**config.mk**
```make
export PLATFORM = sky130hd
export DESIGN_NAME = timer_scheduler
export DESIGN_NICKNAME = d
export VERILOG_FILES = /design/src/rtl/timer_sched_pkg.sv /design/src/rtl/tick_gen.sv /design/src/rtl/timer_scheduler.sv
export SDC_FILE = /design/constraint.sdc
export NUM_CORES = 1
export LEC_CHECK = 0
export ABC_CLOCK_PERIOD_IN_PS = 5200
export BUFFER_PORTS_ARGS = -buffer_cell sky130_fd_sc_hd__buf_2
export CAP_MARGIN = 20
export CORE_MARGIN = 3
export CORE_UTILIZATION = 56
export CTS_CLUSTER_SIZE = 30
export DETAILED_ROUTE_END_ITERATION = 7
export PLACE_DENSITY = 0.86
export SETUP_SLACK_MARGIN = 0.1
export SYNTH_ARGS = -nofsm -noshare
export SYNTH_HDL_FRONTEND = slang
export SYNTH_SLANG_ARGS = --single-unit
```
**constraint.sdc**
```tcl
create_clock -name clk_in -period 5.2 [get_ports clk_in]
set_input_delay 0.78 -clock clk_in [delete_from_list [all_inputs] [get_ports clk_in]]
set_output_delay 0.78 -clock clk_in [all_outputs]
set_load 0.005 [all_outputs]
```
**src/rtl/timer_sched_pkg.sv**
```systemverilog
// -----------------------------------------------------------------------------
// timer_sched_pkg
//   Shared definitions for the timer scheduler: FSM state encoding, default
//   build parameters and the prescaler divide-ratio helper.
// -----------------------------------------------------------------------------
package timer_sched_pkg;

  typedef enum logic [1:0] {
    IDLE = 2'd0,
    LOAD = 2'd1,
    RUN  = 2'd2,
    DONE = 2'd3
  } state_t;

  localparam int CNT_W_DEFAULT   = 16;
  localparam int CLK_HZ_DEFAULT  = 100_000_000;
  localparam int TICK_HZ_DEFAULT = 1_000_000;

  // Clock cycles per tick. The ratio must be an integer >= 2.
  function automatic int calc_div(input int clk_hz, input int tick_hz);
    return clk_hz / tick_hz;
  endfunction

endpackage

```
**src/rtl/tick_gen.sv**
```systemverilog
// -----------------------------------------------------------------------------
// tick_gen
//   Free-running prescaler. A counter runs 0..DIV-1 and wraps; tick_out is a
//   registered one-cycle pulse in the cycle after the counter sits at DIV-1,
//   so it fires once every DIV cycles. Nothing ever restarts it.
//
// Ports
//   clk_in   in  1  system clock
//   reset_n  in  1  asynchronous active-low reset
//   tick_out out 1  one-cycle pulse every DIV cycles
// -----------------------------------------------------------------------------
module tick_gen #(
  parameter int DIV = 100
) (
  input  logic clk_in,
  input  logic reset_n,
  output logic tick_out
);

  localparam int            PW   = (DIV > 1) ? $clog2(DIV) : 1;
  localparam logic [PW-1:0] LAST = PW'(DIV - 1);

  logic [PW-1:0] pcnt;

  // NOTE: clocked state uses non-blocking assignments so every flop samples
  // the pre-edge value of its neighbours, exactly as the hardware will.
  always_ff @(posedge clk_in or negedge reset_n) begin
    if (!reset_n) begin
      pcnt     <= '0;
      tick_out <= 1'b0;
    end else begin
      tick_out <= (pcnt == LAST);
      pcnt     <= (pcnt == LAST) ? '0 : pcnt + 1'b1;
    end
  end

endmodule

```
**src/rtl/timer_scheduler.sv**
```systemverilog
// -----------------------------------------------------------------------------
// timer_scheduler
//   Shares one prescaled timebase and one down-counter among NREQ requesters.
//   A round-robin arbiter picks the next requester when idle; the owner's
//   delay (in ticks) is latched and counted down on tick_out, and a one-cycle
//   done pulse is issued to that owner on expiry. Dropping req aborts the
//   timing without a done. All outputs come straight from flops.
//
// Ports
//   clk_in   in  1            system clock (only clock)
//   reset_n  in  1            asynchronous active-low reset
//   req      in  NREQ         per-requester request level
//   len      in  NREQ*CNT_W   per-requester delay in ticks, slice i = req i
//   grant    out NREQ         one-hot level for the current owner
//   done     out NREQ         one-hot one-cycle pulse on expiry
//   busy     out 1            high whenever the FSM is not idle
//   tick_out out 1            free-running one-cycle pulse every DIV cycles
// -----------------------------------------------------------------------------
module timer_scheduler
  import timer_sched_pkg::*;
#(
  parameter int NREQ    = 4,
  parameter int CNT_W   = CNT_W_DEFAULT,
  parameter int CLK_HZ  = CLK_HZ_DEFAULT,
  parameter int TICK_HZ = TICK_HZ_DEFAULT
) (
  input  logic                  clk_in,
  input  logic                  reset_n,
  input  logic [NREQ-1:0]       req,
  input  logic [NREQ*CNT_W-1:0] len,
  output logic [NREQ-1:0]       grant,
  output logic [NREQ-1:0]       done,
  output logic                  busy,
  output logic                  tick_out
);

  localparam int DIV   = calc_div(CLK_HZ, TICK_HZ);
  localparam int IDX_W = (NREQ > 1) ? $clog2(NREQ) : 1;

  typedef logic [IDX_W-1:0] idx_t;

  state_t           state, state_nx;
  idx_t             idx, idx_nx;
  idx_t             rr, rr_nx;
  logic [CNT_W-1:0] remain, remain_nx;
  logic [NREQ-1:0]  grant_nx, done_nx;
  logic             tick;
  logic             found;
  idx_t             winner, cand;

  // Index after i, wrapping at NREQ (NREQ need not be a power of two).
  function automatic idx_t wrap_inc(input idx_t i);
    return (int'(i) == NREQ - 1) ? '0 : i + 1'b1;
  endfunction

  tick_gen #(
    .DIV (DIV)
  ) u_tick_gen (
    .clk_in   (clk_in),
    .reset_n  (reset_n),
    .tick_out (tick)
  );

  assign tick_out = tick;

  // Round-robin pick: first asserted req scanning upward from rr, wrapping.
  // NOTE: every variable written here gets a default before any branch, so
  // no path leaves a value "held" and no latch is inferred.
  always_comb begin
    found  = 1'b0;
    winner = rr;
    cand   = '0;
    for (int k = 0; k < NREQ; k++) begin
      cand = idx_t'((int'(rr) + k) % NREQ);
      if (!found && req[cand]) begin
        found  = 1'b1;
        winner = cand;
      end
    end
  end

  // Next-state logic. A dropped req in LOAD/RUN takes priority over expiry,
  // so an abort never produces done; rr still moves past the aborted index.
  always_comb begin
    state_nx  = state;
    idx_nx    = idx;
    rr_nx     = rr;
    remain_nx = remain;

    case (state)
      IDLE: begin
        if (found) begin
          idx_nx    = winner;
          remain_nx = len[int'(winner)*CNT_W +: CNT_W];
          state_nx  = LOAD;
        end
      end

      LOAD: begin
        if (!req[idx]) begin
          rr_nx    = wrap_inc(idx);
          state_nx = IDLE;
        end else if (remain == '0) begin
          state_nx = DONE;
        end else begin
          state_nx = RUN;
        end
      end

      RUN: begin
        if (!req[idx]) begin
          rr_nx    = wrap_inc(idx);
          state_nx = IDLE;
        end else if (tick) begin
          // remain stops at 1: the last tick moves to DONE instead.
          if (remain == CNT_W'(1)) state_nx = DONE;
          else                     remain_nx = remain - 1'b1;
        end
      end

      DONE: begin
        rr_nx    = wrap_inc(idx);
        state_nx = IDLE;
      end

      default: state_nx = IDLE;
    endcase
  end

  // Outputs are decoded from the next state so they can be registered
  // alongside it and still line up with the state they describe.
  always_comb begin
    grant_nx = '0;
    done_nx  = '0;
    if (state_nx != IDLE) grant_nx[idx_nx] = 1'b1;
    if (state_nx == DONE) done_nx[idx_nx]  = 1'b1;
  end

  always_ff @(posedge clk_in or negedge reset_n) begin
    if (!reset_n) begin
      state  <= IDLE;
      idx    <= '0;
      rr     <= '0;
      remain <= '0;
      grant  <= '0;
      done   <= '0;
      busy   <= 1'b0;
    end else begin
      state  <= state_nx;
      idx    <= idx_nx;
      rr     <= rr_nx;
      remain <= remain_nx;
      grant  <= grant_nx;
      done   <= done_nx;
      busy   <= (state_nx != IDLE);
    end
  end

endmodule
```
Word-level counts from Yosys, hierarchy flattened
Cells that the tools add are included.
{"block": "word_totals", "regBits": 39, "latch_bits": 0, "ramBits": 0, "romBits": 0, "output_inout_bits": 10, "wordCells": 89, "memories": 0}
{"block": "op_classes", "n_addsub": 6, "mul": 0, "div": 0, "magnitude_cmp": 7, "eq_ne": 12, "shift": 1, "muxes": 39, "bitwise": 0, "reduce_logical": 15}
{"cell": "$mux W16", "count": 4}
{"cell": "$shiftx A64 B7 Y16", "count": 1}
{"cell": "$pmux W16 S2", "count": 1}
{"cell": "$mux W2", "count": 12}
{"cell": "$lt A2 B3 Y1 const B", "count": 6}
{"cell": "$eq A16 B1 Y1 const B", "count": 1}
{"cell": "$logic_not A16 Y1", "count": 1}
{"cell": "$sub A16 B1 Y16 const B", "count": 1}
{"cell": "$mux W1", "count": 11}
{"cell": "$bmux W1 S2", "count": 5}
{"cell": "$mux W4", "count": 2}
{"cell": "$ne A2 B2 Y1 const B", "count": 4}
{"cell": "$pmux W2 S4", "count": 1}
{"cell": "$add A7 B1 Y7 const B", "count": 1}
{"cell": "$eq A7 B7 Y1 const B", "count": 1}
{"cell": "$mux W7", "count": 1}
{"cell": "$eq A2 B2 Y1 const B", "count": 3}
{"cell": "$reduce_bool A2 Y1", "count": 3}
{"cell": "$reduce_and A5 Y1", "count": 1}
{"cell": "$add A2 B1 Y2 const B", "count": 2}
{"cell": "$add A2 B2 Y2 const B", "count": 2}
{"cell": "$eq A2 B1 Y1 const B", "count": 2}
{"cell": "$logic_and A1 B1 Y1", "count": 4}
{"cell": "$pmux W2 S2", "count": 1}
{"cell": "7 further kinds", "count": 9}

Depth between registers and ports, before layout
Gate-level depths: netlist of run 1.
{"block": "depth", "ltp_word": 19, "depth_mapped": 9, "depth_no_buf": 8}

Cells and area by module
From an unflattened synthesis of run 1, not the netlist that was laid out.
{"block": "hier_totals", "cells_unflattened": 307, "hier_area_um2": 2832.7}
{"module": "timer_scheduler", "instances": 1, "cells_each": 277, "area_per_inst_um2": 2462.4, "seq_area_each_um2": 775.7}
{"module": "tick_gen", "instances": 1, "cells_each": 30, "area_per_inst_um2": 370.4, "seq_area_each_um2": 200.2}

Worst setup path after synthesis of run 1
No wires, ideal clock.
{"block": "synth_path", "path_kind": "in2reg", "start": "input req[0]", "end": "register remain[14]", "setup_ns": 0.131, "arrival_time_ns": 2.354, "required_time_ns": 5.069, "setup_slack_ns": 2.715, "cell_stages": 7, "path_cell_list": "nor2b_1 > or4_1 > nand2_1 > buf_2 > mux2i_1 > o22ai_1 > or3_1"}
{"block": "synth_between", "elab_chain_len": 15, "word_cells_on_any_way": 29, "cone_classes": "eq/ne (2); shift (1); mux (19); reduce/logical (7)"}
{"element": "start, declared", "line": "timer_scheduler.sv:29", "text": "input logic [NREQ-1:0] req,"}
{"element": "$bmux W1 S2", "line": "timer_scheduler.sv:75", "text": "if (!found && req[cand]) begin"}
{"element": "$mux W1 (not written as such)", "line": "timer_scheduler.sv:75"}
{"element": "$mux W1", "line": "timer_scheduler.sv:75"}
{"element": "$logic_not A1 Y1", "line": "timer_scheduler.sv:75"}
{"element": "$logic_and A1 B1 Y1", "line": "timer_scheduler.sv:75"}
{"element": "$mux W1", "line": "timer_scheduler.sv:75"}
{"element": "$logic_not A1 Y1", "line": "timer_scheduler.sv:75"}
{"element": "$logic_and A1 B1 Y1", "line": "timer_scheduler.sv:75"}
{"element": "$mux W1", "line": "timer_scheduler.sv:75"}
{"element": "$logic_not A1 Y1", "line": "timer_scheduler.sv:75"}
{"element": "$logic_and A1 B1 Y1", "line": "timer_scheduler.sv:75"}
{"element": "$mux W2", "line": "timer_scheduler.sv:75"}
{"element": "$shiftx A64 B7 Y16", "line": "timer_scheduler.sv:94", "text": "remain_nx = len[int'(winner)*CNT_W +: CNT_W];"}
{"element": "$mux W16", "line": "timer_scheduler.sv:92", "text": "if (found) begin"}
{"element": "$pmux W16 S2", "line": "timer_scheduler.sv:90", "text": "case (state)"}
{"element": "end signal, assigned", "line": "timer_scheduler.sv:152", "text": "remain <= remain_nx;"}
{"element": "end, declared", "line": "timer_scheduler.sv:45", "text": "logic [CNT_W-1:0] remain, remain_nx;"}
Parallel ways exist; a longest one is shown, timed or not. The select of a mux whose other input is x is not followed.
A chain may end at the register's enable or synchronous reset.

Worst setup path after layout of run 1
Ends and elaborated chain as after synthesis.

==> metrics, run 1 <==
cells after synthesis=~270; Rows=24; worst ir drop on vdd=just under 300 uV; Least-Margin Pin Slew=around 0.88 ns; commonest cells after routing, fill and taps aside=buf_2 (79), dfrtp_1 (39), nor2_1 (27); first-pass GRT wire length=9929 um; Port Buffers=79; Worst R2R Path Depth=7; fin nets=around 430; Main synth FF type=dfrtp_1; setup bufs post-CTS=0; Routed Wire Length=roughly 6100 um; max_cap viols=0; reg2reg setup slack=2.71 ns; IO Count=80; hold buffers post-CTS=0; worst skew pair latency=roughly 0.3 ns; Overflow after GRT=0; leak pwr=1.514 nW; TritonCTS clock tree=yes; worst hold-check path type=reg -> reg; Pre-Repair DR Iteration Count=4; Ant. Diodes=0; sequential cell area fraction in the yosys report=0.3775; leading cell type in the layout, fill and taps excluded=buf_2; fin cells=401; crit path from=req[0]; worst r2r src=state[0]$_DFF_PN0_; Pins Over Slew Limit=0; reg2reg end=remain[8]$_DFFE_PN0P_; pwr dens=496.6 nW/um2; number of synthesized register bits=39; DR iter-0 viols=between 150 and 200; status=complete, no violations; CTS Buf Count=5; Synth Net Count=about 350; critical path data required time=5.38 ns; routed vias=around 2400; Hold EP=u_tick_gen.pcnt[0]$_DFF_PN0_; overall die width=73.94 um; initial antenna violation count=0; crit path time final=2.667 ns; DRC Markers=0; Chip Height=73.94 um; HPWL after DPL=4693 um; warnings from Yosys=0; Setup Skew=approximately 0.0059 ns; kind of end point of the critical path=flop; share of layout cells above drive strength 1=0.3123; Placed Cells=around 390; post-cts repair resize count=0; average wire per standard cell=around 15 um; sum of negative setup slack=0 ns; Max FO, Critical Path=12; Slew headroom=0.4166; Core ar.=about 4400 um2; Tcrit/Tclk final=0.5130; Sink Count=39; routability cong.=between 0.9 and 1; Hold Crit Start=u_tick_gen.pcnt[0]$_DFF_PN0_; Synth top area share=0.3775; Worst setup SP type=primary input; vias per inst=5.888; hold violation total from the final report=0; All-Layer GR Usage=0.2327; Setup CP Type=in -> reg; Post-Syn Area=between 2000 and 3000 um2; Post-synth EDFFs=0; Final setup viols=0; Routed Antenna Nets=0; hold-critical path depth=1; leading area contributor after synthesis=dfrtp_1; number of global-route vias before repair=between 2000 and 2500; Bufs on Longest Clock Path=2; clock slew at the register clock pins of the worst setup and hold paths=~0.08 ns; die footprint=about 5500 um2; fillers=about 330; Distinct cells, synth=51; initial core utilization=0.5856; maximum clock rate=~370 MHz; RSZ-0062 raised after global routing=no; asr flop ratio synth=1.000; Fin Hold WS=between 0.4 and 0.5 ns; WP data arrival=2.85 ns; largest net degree at the start of global routing=40; Mean Syn Cell Area=approximately 9.6 um2; ranking of synthesized cells by area=dfrtp_1 (38%), mux2i_1 (9.7%), mux2_2 (5.7%); Layout area overhead=21.15%; CTS H-Tree Depth=2; Root Driver=clkbuf_8
[critical path, stage by stage]
cell and delay, ns:
buf_2 0.13, nor4_1 0.56, nand2b_1 0.33, nor2_1 0.22, nand2_1 0.37, o22ai_1 0.15
or3_1 0.31
[routing by layer]
metal	vias up	track usage	part of all wire
met5	-	0	0
met1	1075	0.2918	0.41
li1	1163	-	-
met4	0	0.07646	0.0093
met3	8	0.04324	0.096
met2	115	0.4055	0.48
[sequential cells by signal, summed over array words and instances, names as in the netlist]
signal               flops
grant                    4
remain                  16
u_tick_gen.tick_out      1
state                    2
idx                      2
rr                       2
u_tick_gen.pcnt          7
busy                     1
done                     4
[worst max path at each step]
stage	endpoint	slack (ns)	cells past startpoint
6_report	remain[14]$_DFFE_PN0P_	2.53	7
5_1_grt	remain[14]$_DFFE_PN0P_	2.38	7
4_1_cts	remain[1]$_DFFE_PN0P_	2.14	8
3_5_place_dp	remain[5]$_DFFE_PN0P_	1.80	8
3_3_place_gp	remain[5]$_DFFE_PN0P_	1.89	8
2_1_floorplan	remain[14]$_DFFE_PN0P_	2.71	7
[cell families after synthesis]
family          synth area share
mux                       0.1621
xor+xnor                 0.01356
flops                     0.3775
compound gates            0.1626
buf+inv                  0.03340
fa+ha+maj                0.04356
simple gates              0.2072
[layout make-up]
type                    instances  area [um2]  area share
multi-input cells             208        1523      0.4862
repair buffers                 82       437.9      0.1398
inverters                      12       45.04     0.01438
clock buffers                   6       72.57     0.02317
clock inverters                 2       12.51    0.003995
well taps                      52       65.06     0.02078
flip-flops and latches         39       975.9      0.3116
[where the power goes]
| part | internal (mW) | switching, mW | leakage, nW |
|---|---|---|---|
| clock | 0.0938 | 0.113 | 0.0412 |
| combinational | 0.373 | 0.449 | 0.992 |
| sequential | 0.412 | 0.114 | 0.480 |
| total | 0.878 | 0.677 | 1.51 |
[metrics by stage]
| step | total power [mW] | setup WS [ns] | area [um2] | util |
|---|---|---|---|---|
| floorplan | 1.120 | 2.715 | 2585 | - |
| global placement | 1.302 | 1.893 | 3019 | 0.6840 |
| detailed placement | 1.331 | 1.803 | 3019 | 0.6840 |
| CTS | 1.536 | 2.135 | 3104 | 0.7032 |
| global route | 1.686 | 2.381 | 3132 | 0.7095 |
| finish | 1.555 | 2.533 | 3132 | 0.7095 |
[Yosys cell counts (all sizes together), types with 4 or more instances]
| cell | instances |
|---|---|
| o21ai | 10 |
| nand3 | 11 |
| nor2b | 4 |
| inv | 12 |
| nor2 | 27 |
| a211o | 4 |
| mux2i | 25 |
| nand2 | 15 |
| dfrtp | 39 |
| o22ai | 8 |
| nand2b | 5 |
| a21oi | 11 |
| buf | 4 |
| o211ai | 4 |
| clkbuf | 5 |
| and3 | 4 |
| a31oi | 6 |
| ha | 9 |
| nor3 | 11 |
| mux2 | 13 |
| nand4 | 4 |
(Power assumes the default switching activity.)
==> run 2: changes to the inputs <==
--- a/config.mk
+++ b/config.mk
@@ -5,14 +5,14 @@
 export SDC_FILE = /design/constraint.sdc
 export NUM_CORES = 1
 export LEC_CHECK = 0
-export ABC_CLOCK_PERIOD_IN_PS = 5200
+export ABC_CLOCK_PERIOD_IN_PS = 2200
 export BUFFER_PORTS_ARGS = -buffer_cell sky130_fd_sc_hd__buf_2
 export CAP_MARGIN = 20
 export CORE_MARGIN = 3
-export CORE_UTILIZATION = 56
+export CORE_UTILIZATION = 47
 export CTS_CLUSTER_SIZE = 30
 export DETAILED_ROUTE_END_ITERATION = 7
-export PLACE_DENSITY = 0.86
+export PLACE_DENSITY = 0.77
 export SETUP_SLACK_MARGIN = 0.1
 export SYNTH_ARGS = -nofsm -noshare
 export SYNTH_HDL_FRONTEND = slang
==> constraint.sdc (replaced) <==
create_clock -name clk_in -period 2.2 [get_ports clk_in]
set_input_delay 0.33 -clock clk_in [delete_from_list [all_inputs] [get_ports clk_in]]
set_output_delay 0.33 -clock clk_in [all_outputs]
set_load 0.005 [all_outputs]
==> run 2 against run 1 <==
Compared with the run above:
- cell area is 13% higher
- clock power grew to 2.9 times the previous value
- sequential share of layout area decreased by 3.7 points
- routed wire length up 13%
- largest cell class unchanged
==> metrics, run 2 (same netlist as run 1, synthesis figures left out) <==
WP data arrival=2.32 ns (-0.53 ns); Ant. Diodes=0 (unchanged); Root Driver=clkbuf_8; Chip Height=80.16 um (+8.4%); Max FO, Critical Path=14 (+2); Routed Wire Length=6917 um (+13%); Buf/Inv on CP=0 (-1); CTS H-Tree Depth=2 (unchanged); worst hold-check path type=in -> async; internal cell power=2.569 mW (+190%); routed vias=2515 (+6.5%); Setup CP Type=reg -> reg; hold violation total from the final report=0 (unchanged); CP cell instances=nor4_1, and3b_1, a21oi_4, and4b_1, nor3_1, a211oi_1; fin nets=468 (+9.6%); TritonCTS clock tree=yes; Worst R2R Path Depth=6 (-1); vias per inst=5.467 (-7.1%); Slowest-stage cell, CP=nor4_1; first-pass GRT wire length=10550 um (+6.3%); reg2reg setup slack=0.06 ns (-2.65 ns); DRC Markers=0 (unchanged); worst skew pair latency=0.30 ns (about the same); kind of end point of the critical path=flop; crit path time final=around 2.1 ns; Routed Antenna Nets=0 (unchanged); overall die width=80.16 um (+8.4%); maximum clock rate=around 470 MHz; Placed Cells=446 (+14%); Bufs on Longest Clock Path=2 (unchanged); pwr dens=1216 nW/um2 (+140%); hold buffers post-CTS=0 (unchanged); All-Layer GR Usage=0.2099 (-0.02284); clock share of power=0.140 (+0.007); HPWL after DPL=5362 um (+14%); register area=975.9 um2 (unchanged); Tcrit/Tclk final=0.9736; max FFs per register=16 (unchanged); commonest cells after routing, fill and taps aside=buf_2 (79), buf_4 (40), dfrtp_1 (39); Overflow after GRT=0 (unchanged); fillers=418 (+27%); Setup Skew=0.008010 ns (+0.002063 ns); die footprint=6426 um2 (+18%); IO Count=80 (unchanged); Gate power share=0.591 (+0.062); sw power=1.750 mW (+160%); max_cap viols=0 (unchanged); wl on met1=2778 um (+10%); CTS Buf Count=5 (unchanged); Worst setup SP type=flop; Core ar.=5205 um2 (+18%); DR iter-0 viols=138 (-25%); share of layout cells above drive strength 1=0.4103 (+0.09794); Sw Ratio=0.4052 (-0.02999); worst ir drop on vdd=817.4 uV (+180%); leak pwr=1.747 nW (+15%); Largest regs=remain (16), u_tick_gen.pcnt (7); Detail Route met3 WL=671 um (+15%); critical path data required time=2.38 ns (-3.00 ns); Sink Count=39 (unchanged); WL met2=3376 um (+14%); initial antenna violation count=0 (unchanged); leading cell type in the layout, fill and taps excluded=buf_2; status=complete, no violations; multi-input combinational cell area=1568 um2 (+3.0%); routability cong.=0.8835 (-2.6%); Final setup viols=0 (unchanged); fin util=0.6825 (-0.02702); part of the power in registers=0.270 (-0.068); sum of negative setup slack=0 ns (unchanged); RSZ-0062 raised after global routing=yes; Pwr Total=4.318 mW (+180%); Largest Register=remain; Layout area overhead=37.42%; Port Buffers=79 (unchanged); largest net degree at the start of global routing=40 (unchanged); fin cells=460 (+15%); average wire per standard cell=15.04 um (-1.4%); Pins Over Slew Limit=0 (unchanged); worst r2r src=remain[12]$_DFFE_PN0P_; clock slew at the register clock pins of the worst setup and hold paths=0.08 ns (about the same); Slew headroom=0.4261 (+0.009448); Worst path max stage delay=0.45 ns (-0.11 ns); Rows=26 (+8.3%); Pre-Repair DR Iteration Count=4 (unchanged); highest routed layer=met4; number of global-route vias before repair=2326 (+5.0%); initial core utilization=0.4966 (-0.08897); Least-Margin Pin Slew=0.8609 ns (-0.01417 ns); reg2reg end=remain[5]$_DFFE_PN0P_; Top delay family on crit path=simple AND/OR/NAND/NOR gates
[run 2: cell types whose count changed in the layout (fill, tap and decap cells not counted), sizes merged]
cell	change
bufinv	+1
clkinv	+1
clkinvlp	-1
buf	+40
[run 2: metrics by stage]
step,cell area [um2],hold slack (ns),setup slack (ns)
after floorplan,2585,0.03441,-0.03010
after global placement,3324,0.4653,0.03071
final,3552,0.1371,0.05806
after CTS,3462,0.1720,0.08095
after detailed placement,3324,0.4740,-0.01154
after global routing,3552,0.1995,-0.06044
[run 2: power by group through the flow]
stage               Sequential (mW)  Combinational, mW  Clock, mW
floorplan                      1.19               1.46          0
global placement               1.16               2.31          0
detailed placement             1.17               2.38          0
CTS                            1.16               2.40      0.613
global route                   1.20               2.80      0.644
finish                         1.16               2.55      0.604
[run 2: how the worst max path moves through the flow]
stage                                 startpoint                     end  slack (ns)  depth (start not counted)
after floorplan            remain[5]$_DFFE_PN0P_  remain[14]$_DFFE_PN0P_       -0.03                          6
after global placement                    req[0]  remain[14]$_DFFE_PN0P_        0.03                          8
after detailed placement   remain[5]$_DFFE_PN0P_      grant[2]$_DFF_PN0_       -0.01                          7
after CTS                  remain[5]$_DFFE_PN0P_  remain[14]$_DFFE_PN0P_        0.08                          6
after global routing      remain[12]$_DFFE_PN0P_   remain[5]$_DFFE_PN0P_       -0.06                          6
final                     remain[12]$_DFFE_PN0P_   remain[5]$_DFFE_PN0P_        0.06                          6
[run 2: timing repair]
action / 4_1_cts / 5_1_grt
pin swaps: 2 / 7
setup buffers: 2 / 3
endpoints found under the setup margin: 14 / 24
gates cloned: 0 / 1
resized for setup: 3 / 14
[run 2: metal layers]
metal | vias to the layer above | GRT usage
li1 | 1248 | -
met1 | 1155 | 0.2569
met2 | 103 | 0.3675
met3 | 9 | 0.05045
met4 | 0 | 0.05574
met5 | - | 0
[run 2: worst register-to-register path: cells and delay by family (launching register included)]
kind,cells,cell delay [ns]
compound gates,2,0.27
simple gates,4,1.32
flops,1,0.44
[run 2: final cells by class]
| class | count | share of cell area |
|---|---|---|
| Clock buffer | 5 | 0.01937 |
| Clock inverter | 3 | 0.01233 |
| Inverter | 12 | 0.01268 |
| Multi-Input combinational cell | 208 | 0.4414 |
| Sequential cell | 39 | 0.2747 |
| Tap cell | 70 | 0.02466 |
| Timing Repair Buffer | 123 | 0.2149 |
